**src/rtl/rom_dl_sdram_writer.sv**
```systemverilog
// Packs the byte-wide ROM download stream into 16-bit strobed words, queues them and
// writes each one through a req/ack toggle sdram port; also reports download status.
module rom_dl_sdram_writer #(
  parameter int unsigned FIFO_DEPTH = 4,
  parameter int unsigned AW         = 23
) (
  input  logic          clk_sys,
  input  logic          reset_n,
  input  logic          ioctl_download,
  input  logic          ioctl_wr,
  input  logic [24:0]   ioctl_addr,
  input  logic [7:0]    ioctl_dout,
  output logic          port_req,
  input  logic          port_ack,
  output logic [AW-1:0] port_a,
  output logic [1:0]    port_ds,
  output logic          port_we,
  output logic [15:0]   port_d,
  output logic          rom_loaded,
  output logic          busy,
  output logic          overflow
);

  localparam int unsigned PW = (FIFO_DEPTH > 1) ? $clog2(FIFO_DEPTH) : 1;
  localparam logic [PW:0] FullCount = (PW + 1)'(FIFO_DEPTH);

  localparam logic [0:0] StIdle = 1'b0;
  localparam logic [0:0] StWait = 1'b1;

  logic [0:0]    state_q;
  logic          wr_q, dl_q, got_byte_q;

  logic          pend_valid_q, pend_valid_d;
  logic [AW-1:0] pend_a_q, pend_a_d;
  logic [1:0]    pend_ds_q, pend_ds_d;
  logic [15:0]   pend_d_q, pend_d_d;

  logic [AW-1:0] fifo_a  [FIFO_DEPTH];
  logic [1:0]    fifo_ds [FIFO_DEPTH];
  logic [15:0]   fifo_d  [FIFO_DEPTH];
  logic [PW-1:0] wr_ptr_q, rd_ptr_q;
  logic [PW:0]   count_q;

  logic          capture, dl_fall, dl_rise;
  logic [AW-1:0] cap_wa;
  logic          cap_odd;
  logic          push, push_ok, pop, fifo_empty, fifo_full, load_done;
  logic [AW-1:0] push_a;
  logic [1:0]    push_ds;
  logic [15:0]   push_d;
  logic          unused_addr_hi;

  // Address bits above the word address range are deliberately ignored.
  assign unused_addr_hi = ^(ioctl_addr >> (AW + 1));

  assign capture    = ioctl_download & ioctl_wr & ~wr_q;
  assign dl_fall    = dl_q & ~ioctl_download;
  assign dl_rise    = ~dl_q & ioctl_download;
  assign cap_wa     = ioctl_addr[AW:1];
  assign cap_odd    = ioctl_addr[0];
  assign fifo_empty = (count_q == '0);
  assign fifo_full  = (count_q == FullCount);
  assign pop        = (state_q == StWait) && (port_ack == port_req);
  assign push_ok    = push && (!fifo_full || pop);
  assign load_done  = got_byte_q && !ioctl_download && !pend_valid_q && fifo_empty &&
                      (state_q == StIdle);
  assign busy       = ioctl_download | pend_valid_q | ~fifo_empty | (state_q == StWait);

  // Pending-slot merge: an odd byte completes a pending even byte of the same word,
  // anything else evicts the pending entry and takes its place.
  always_comb begin
    push         = 1'b0;
    push_a       = pend_a_q;
    push_ds      = pend_ds_q;
    push_d       = pend_d_q;
    pend_valid_d = pend_valid_q;
    pend_a_d     = pend_a_q;
    pend_ds_d    = pend_ds_q;
    pend_d_d     = pend_d_q;
    if (capture) begin
      if (pend_valid_q && (pend_ds_q == 2'b01) && cap_odd && (cap_wa == pend_a_q)) begin
        push         = 1'b1;
        push_ds      = 2'b11;
        push_d       = {ioctl_dout, pend_d_q[7:0]};
        pend_valid_d = 1'b0;
      end else begin
        push         = pend_valid_q;
        pend_valid_d = 1'b1;
        pend_a_d     = cap_wa;
        pend_ds_d    = cap_odd ? 2'b10 : 2'b01;
        pend_d_d     = cap_odd ? {ioctl_dout, 8'h00} : {8'h00, ioctl_dout};
      end
    end else if (dl_fall && pend_valid_q) begin
      push         = 1'b1;
      pend_valid_d = 1'b0;
    end
  end

  always_ff @(posedge clk_sys) begin
    if (push_ok) begin
      fifo_a[wr_ptr_q]  <= push_a;
      fifo_ds[wr_ptr_q] <= push_ds;
      fifo_d[wr_ptr_q]  <= push_d;
    end
  end

  always_ff @(posedge clk_sys) begin
    if (!reset_n) begin
      port_req     <= port_ack;
      port_a       <= '0;
      port_ds      <= '0;
      port_d       <= '0;
      port_we      <= 1'b0;
      rom_loaded   <= 1'b0;
      overflow     <= 1'b0;
      state_q      <= StIdle;
      wr_q         <= 1'b0;
      dl_q         <= 1'b0;
      got_byte_q   <= 1'b0;
      pend_valid_q <= 1'b0;
      pend_a_q     <= '0;
      pend_ds_q    <= '0;
      pend_d_q     <= '0;
      wr_ptr_q     <= '0;
      rd_ptr_q     <= '0;
      count_q      <= '0;
    end else begin
      wr_q         <= ioctl_wr;
      dl_q         <= ioctl_download;
      pend_valid_q <= pend_valid_d;
      pend_a_q     <= pend_a_d;
      pend_ds_q    <= pend_ds_d;
      pend_d_q     <= pend_d_d;

      if (push_ok) wr_ptr_q <= wr_ptr_q + 1'b1;
      if (pop)     rd_ptr_q <= rd_ptr_q + 1'b1;
      if (push && !push_ok) overflow <= 1'b1;
      case ({push_ok, pop})
        2'b10:   count_q <= count_q + 1'b1;
        2'b01:   count_q <= count_q - 1'b1;
        default: count_q <= count_q;
      endcase

      // The head stays queued while in flight; it is popped only on acknowledge.
      if (state_q == StIdle) begin
        if (!fifo_empty) begin
          port_a   <= fifo_a[rd_ptr_q];
          port_ds  <= fifo_ds[rd_ptr_q];
          port_d   <= fifo_d[rd_ptr_q];
          port_we  <= 1'b1;
          port_req <= ~port_req;
          state_q  <= StWait;
        end
      end else if (pop) begin
        port_we <= 1'b0;
        state_q <= StIdle;
      end

      if (dl_rise) begin
        rom_loaded <= 1'b0;
        got_byte_q <= 1'b0;
      end
      if (capture) begin
        got_byte_q <= 1'b1;
      end else if (load_done) begin
        rom_loaded <= 1'b1;
        got_byte_q <= 1'b0;
      end
    end
  end

endmodule

```
**config.mk**
```make
export PLATFORM = sky130hd
export DESIGN_NAME = rom_dl_sdram_writer
export DESIGN_NICKNAME = d
export VERILOG_FILES = /design/src/rtl/rom_dl_sdram_writer.sv
export SDC_FILE = /design/constraint.sdc
export NUM_CORES = 1
export LEC_CHECK = 0
export CAP_MARGIN = 5
export CORE_MARGIN = 2
export CORE_UTILIZATION = 57
export DETAILED_ROUTE_END_ITERATION = 10
export GPL_TIMING_DRIVEN = 0
export HOLD_SLACK_MARGIN = 0.03
export PLACE_DENSITY = 0.79
export SKIP_CTS_REPAIR_TIMING = 1
export SYNTH_ARGS = -nofsm -noshare
export SYNTH_HDL_FRONTEND = slang
export SYNTH_SLANG_ARGS = --single-unit
```
**constraint.sdc**
```tcl
create_clock -name clk_sys -period 2.94 [get_ports clk_sys]
set_input_delay 0.294 -clock clk_sys [delete_from_list [all_inputs] [get_ports clk_sys]]
set_output_delay 0.294 -clock clk_sys [all_outputs]
set_load 0.05 [all_outputs]
```
==> run summary <==
84 I/O pins were placed. Number of pins exceeding their max-slew limit in the final report: 0. In this run the standard cell core region covers 17060 µm². During synthesis, Yosys emitted a total of 0 warnings. The tools report the total congestion overflow after global routing as 0.

The count of cells along the worst hold path came out at 2. After detailed routing, the number of vias per cell comes to 5.831. The vertical die dimension works out to 135.4 µm. The tools report the diode insertion count for antenna repair as 0. The maximum fanout count along the critical path came out at 3. The number of port buffers came out at 82. Total buffers and inverters traversed by the critical path: 1.

The slowest stage of the critical path belongs to the cell sky130_fd_sc_hd__clkdlybuf4s50_1. In the finished design, the share of the clock period the worst path needs comes to 89.44%. The congestion estimate from routability-driven global placement came to 0.8388.

The analysis attributes to cell leakage a power of 4.017 nW. The worst setup path is of the flop to output port kind. The first global-routing pass estimated 32190 µm of wire. The run gives 0 as the number of antenna violations at the first check in global routing.

Root buffer cell: sky130_fd_sc_hd__clkbuf_16. The tools report the remaining antenna violation count after routing as 0. After the first detailed-routing iteration, the DRC count stood at 432.

The number of enable flip-flop cells after synthesis came out at 165. After detailed placement, the total cell area comes to 11030 µm². Global routing used 23.40% of the available tracks. Summed over all instances, the cell type with the most area after synthesis is sky130_fd_sc_hd__edfxtp_1.

The number of failing hold endpoints at the final stage is 0, and the post-route clock skew is 0.008015 ns. The final layout contains 782 nets. The cell area after technology mapping was 9841 µm²; the upper clock frequency limit was 380.3 MHz.

The tools report the residual DRC count as 0. Hold is met by 0.4267 ns. For the number of iterations in the first detailed-routing pass, the log shows 5. The tools report the arrival time at the worst endpoint as 2.34 ns.

The run gives 0 as the total of max-cap violations. The maximum cell stage delay along the critical path came out at 0.72 ns. For this run, asynchronously set or reset flops after synthesis account for 0%. The clock net in this run drives a total of 262 sinks. The half-perimeter wire length after placement came out at 14110 µm. Area added between synthesis and finish: 19.86%. At the pin with the least slew margin, the transition time is 0.9686 ns. The die extent in x was 135.4 µm; the clock input transition at the sequential cells of the worst setup and hold paths was 0.06 ns.

Entering global routing, the biggest net connects 24 pins. Cells with a size suffix above 1 make up 13.59% of the layout. The class of the tightest hold or removal check is input pin to flop. The logs give 25 for the number of buffers created by CTS and 0.52 ns for the latest clock arrival within the worst-skew pair. After synthesis, the netlist uses 42 different library cells. The via count was 5732.

In this run the core area contains 48 standard-cell rows. Traced cell by cell, the critical path runs through nor3_1 > nand2b_1 > or3_1 > clkdlybuf4s50_1. The run gives 1 as the number of H-tree branching levels. Summing internal, switching and leakage power gives 0.009662 W. The tools report the via count of the first global-routing pass as 5884. The cell family with the largest share of critical-path delay is simple AND/OR/NAND/NOR gates.

STA puts the critical path data required time at 2.65 ns. The final routed wire length divided by cell count was 21.43 µm. Once layout is done, the placed cells without fillers occupy 11800 µm².

After detailed routing, the total wire length is 21070 µm. By area the synthesized netlist is led by sky130_fd_sc_hd__edfxtp_1 50%, sky130_fd_sc_hd__dfxtp_1 20%, sky130_fd_sc_hd__mux4_2 9.4%, sky130_fd_sc_hd__nand2_1 3.5%, sky130_fd_sc_hd__a22o_1 3.5%. Counting every net in the synthesized netlist gives 669. Synthesis handed over a netlist of 626 instances.

The synthesized area per cell came out at 15.72 µm². Setup violations remaining at the end of the flow were counted as 0. The top cell type by area accounts for 50.35% of the synthesized area. TritonCTS built the clock tree. The flow ran to the end, and the final reports show no timing, DRC or antenna violations.

The summed negative setup slack over all endpoints was 0 ns. The initial utilization of the core area, before any placement, comes to 57.70%. The number of cells on the worst reg-to-reg path is 5. STA classifies the critical path endpoint as an output port.

The tools report the maximum clock path buffer count as 3. The layout has 1130 filler cells. For this run, the register share of the synthesized area comes to 70.08%. The startpoint type of the worst setup path was a flop.

For this design the ratio of total power to cell area is 819.2 nW/µm². For this run, the leading register cell type out of synthesis is sky130_fd_sc_hd__edfxtp_1. Setup repair after global routing left no endpoint under its margin.

The total number of cells along the worst setup path is 4. In this run the tightest slew margin relative to its limit is 35.19%. The final critical delay including setup and external delays was 2.629 ns.

The worst-case IR drop observed on VDD is 0.5117 mV. The post-synthesis register bit count works out to 262. The floorplan step defined a die boundary enclosing 18330 µm².
-- synthesized netlist by cell type, types with 3 or more instances --
cell type,count
sky130_fd_sc_hd__xnor2_1,4
sky130_fd_sc_hd__mux2i_1,4
sky130_fd_sc_hd__nor4_1,10
sky130_fd_sc_hd__a22o_1,39
sky130_fd_sc_hd__xor2_1,23
sky130_fd_sc_hd__nand2b_1,4
sky130_fd_sc_hd__dfxtp_1,97
sky130_fd_sc_hd__mux4_2,41
sky130_fd_sc_hd__buf_2,11
sky130_fd_sc_hd__inv_1,5
sky130_fd_sc_hd__nand2_1,93
sky130_fd_sc_hd__ha_1,4
sky130_fd_sc_hd__nor2_1,5
sky130_fd_sc_hd__mux2_1,8
sky130_fd_sc_hd__a21boi_0,42
sky130_fd_sc_hd__edfxtp_1,165
sky130_fd_sc_hd__and2_1,12
sky130_fd_sc_hd__and3_1,4
sky130_fd_sc_hd__nand3_1,4
sky130_fd_sc_hd__clkbuf_1,21
sky130_fd_sc_hd__nor2b_1,3
-- power by group --
group,leakage (nW),switching [W],internal (W),total (W)
logic,1.34,0.00153,0.000802,0.00233
registers,2.29,0.000164,0.00417,0.00433
clock network,0.387,0.00129,0.00170,0.00299
total,4.02,0.00299,0.00667,0.00966
-- registers in the layout, indices dropped and copies added, names as in the netlist, 2 cells and up --
signal and count:
fifo_ds 8, rd_ptr_q 2, fifo_d 64, port_d 16, pend_a_q 23, port_ds 2, fifo_a 92, port_a 23
count_q 3, pend_d_q 16, wr_ptr_q 2, pend_ds_q 2
-- metal layers --
| metal | global-route usage [%] | up-vias | share of wire, % |
|---|---|---|---|
| li1 | - | 2592 | - |
| met5 | 0 | - | 0 |
| met4 | 6.134 | 0 | 1.9 |
| met2 | 40.61 | 214 | 51 |
| met3 | 3.816 | 30 | 6.7 |
| met1 | 31.16 | 2896 | 41 |
-- worst paths after layout --
check / from / to / slack [ns]
worst max-delay path: count_q[0] / busy / 0.31
worst min-delay path: ioctl_wr / wr_q / 0.43
worst max register to register: port_req / fifo_d[1][6] / 0.35
worst min register to register: port_a[8] / port_a[8] / 0.46
-- logic make-up (layout without fill, tap and decap cells) --
kind of cell	after synthesis	count (layout)	share of synthesized area, %
muxes	53	53	10.71
xor gates and xnor gates	27	27	2.403
and+or+nand+nor	145	145	6.739
buffers and inverters	39	171	1.666
adders and majority gates	5	5	0.7120
DFF	262	262	70.08
AOI/OAI and AO/OA	95	95	7.692
-- cells in the final DEF, fill, tap and decap left out, drive strengths merged, types with 5 or more instances in the layout --
| cell | count |
|---|---|
| edfxtp | 165 |
| dfxtp | 97 |
| nand2 | 93 |
| clkdlybuf4s50 | 82 |
| clkbuf | 53 |
| a21boi | 42 |
| mux4 | 41 |
| a22o | 39 |
| xor2 | 23 |
| buf | 17 |
| clkinv | 12 |
| and2 | 12 |
| nor4 | 10 |
| mux2 | 8 |
| inv | 6 |
| nor2 | 5 |
-- layout make-up --
cell class / count / area, µm² / area share (%)
Buffer: 34 / 145.1 / 1.231
Tap cell: 225 / 281.5 / 2.387
Inverter: 5 / 18.77 / 0.1591
Clock buffer: 32 / 671.9 / 5.696
Timing Repair Buffer: 86 / 900.9 / 7.638
Clock inverter: 14 / 95.09 / 0.8062
Multi-Input combinational cell: 325 / 2785 / 23.61
Sequential cell: 262 / 6897 / 58.47
-- per-stage QoR --
step / util, % / std cells / setup WS [ns]
after floorplan: - / 626 / 0.1448
after global placement: 64.16 / 933 / -1.042
after detailed placement: 64.66 / 937 / -0.1818
after CTS: 69.15 / 983 / 0.3100
after global routing: 69.15 / 983 / 0.1487
final: 69.15 / 983 / 0.3106
Power figures use the tool's default switching activity.
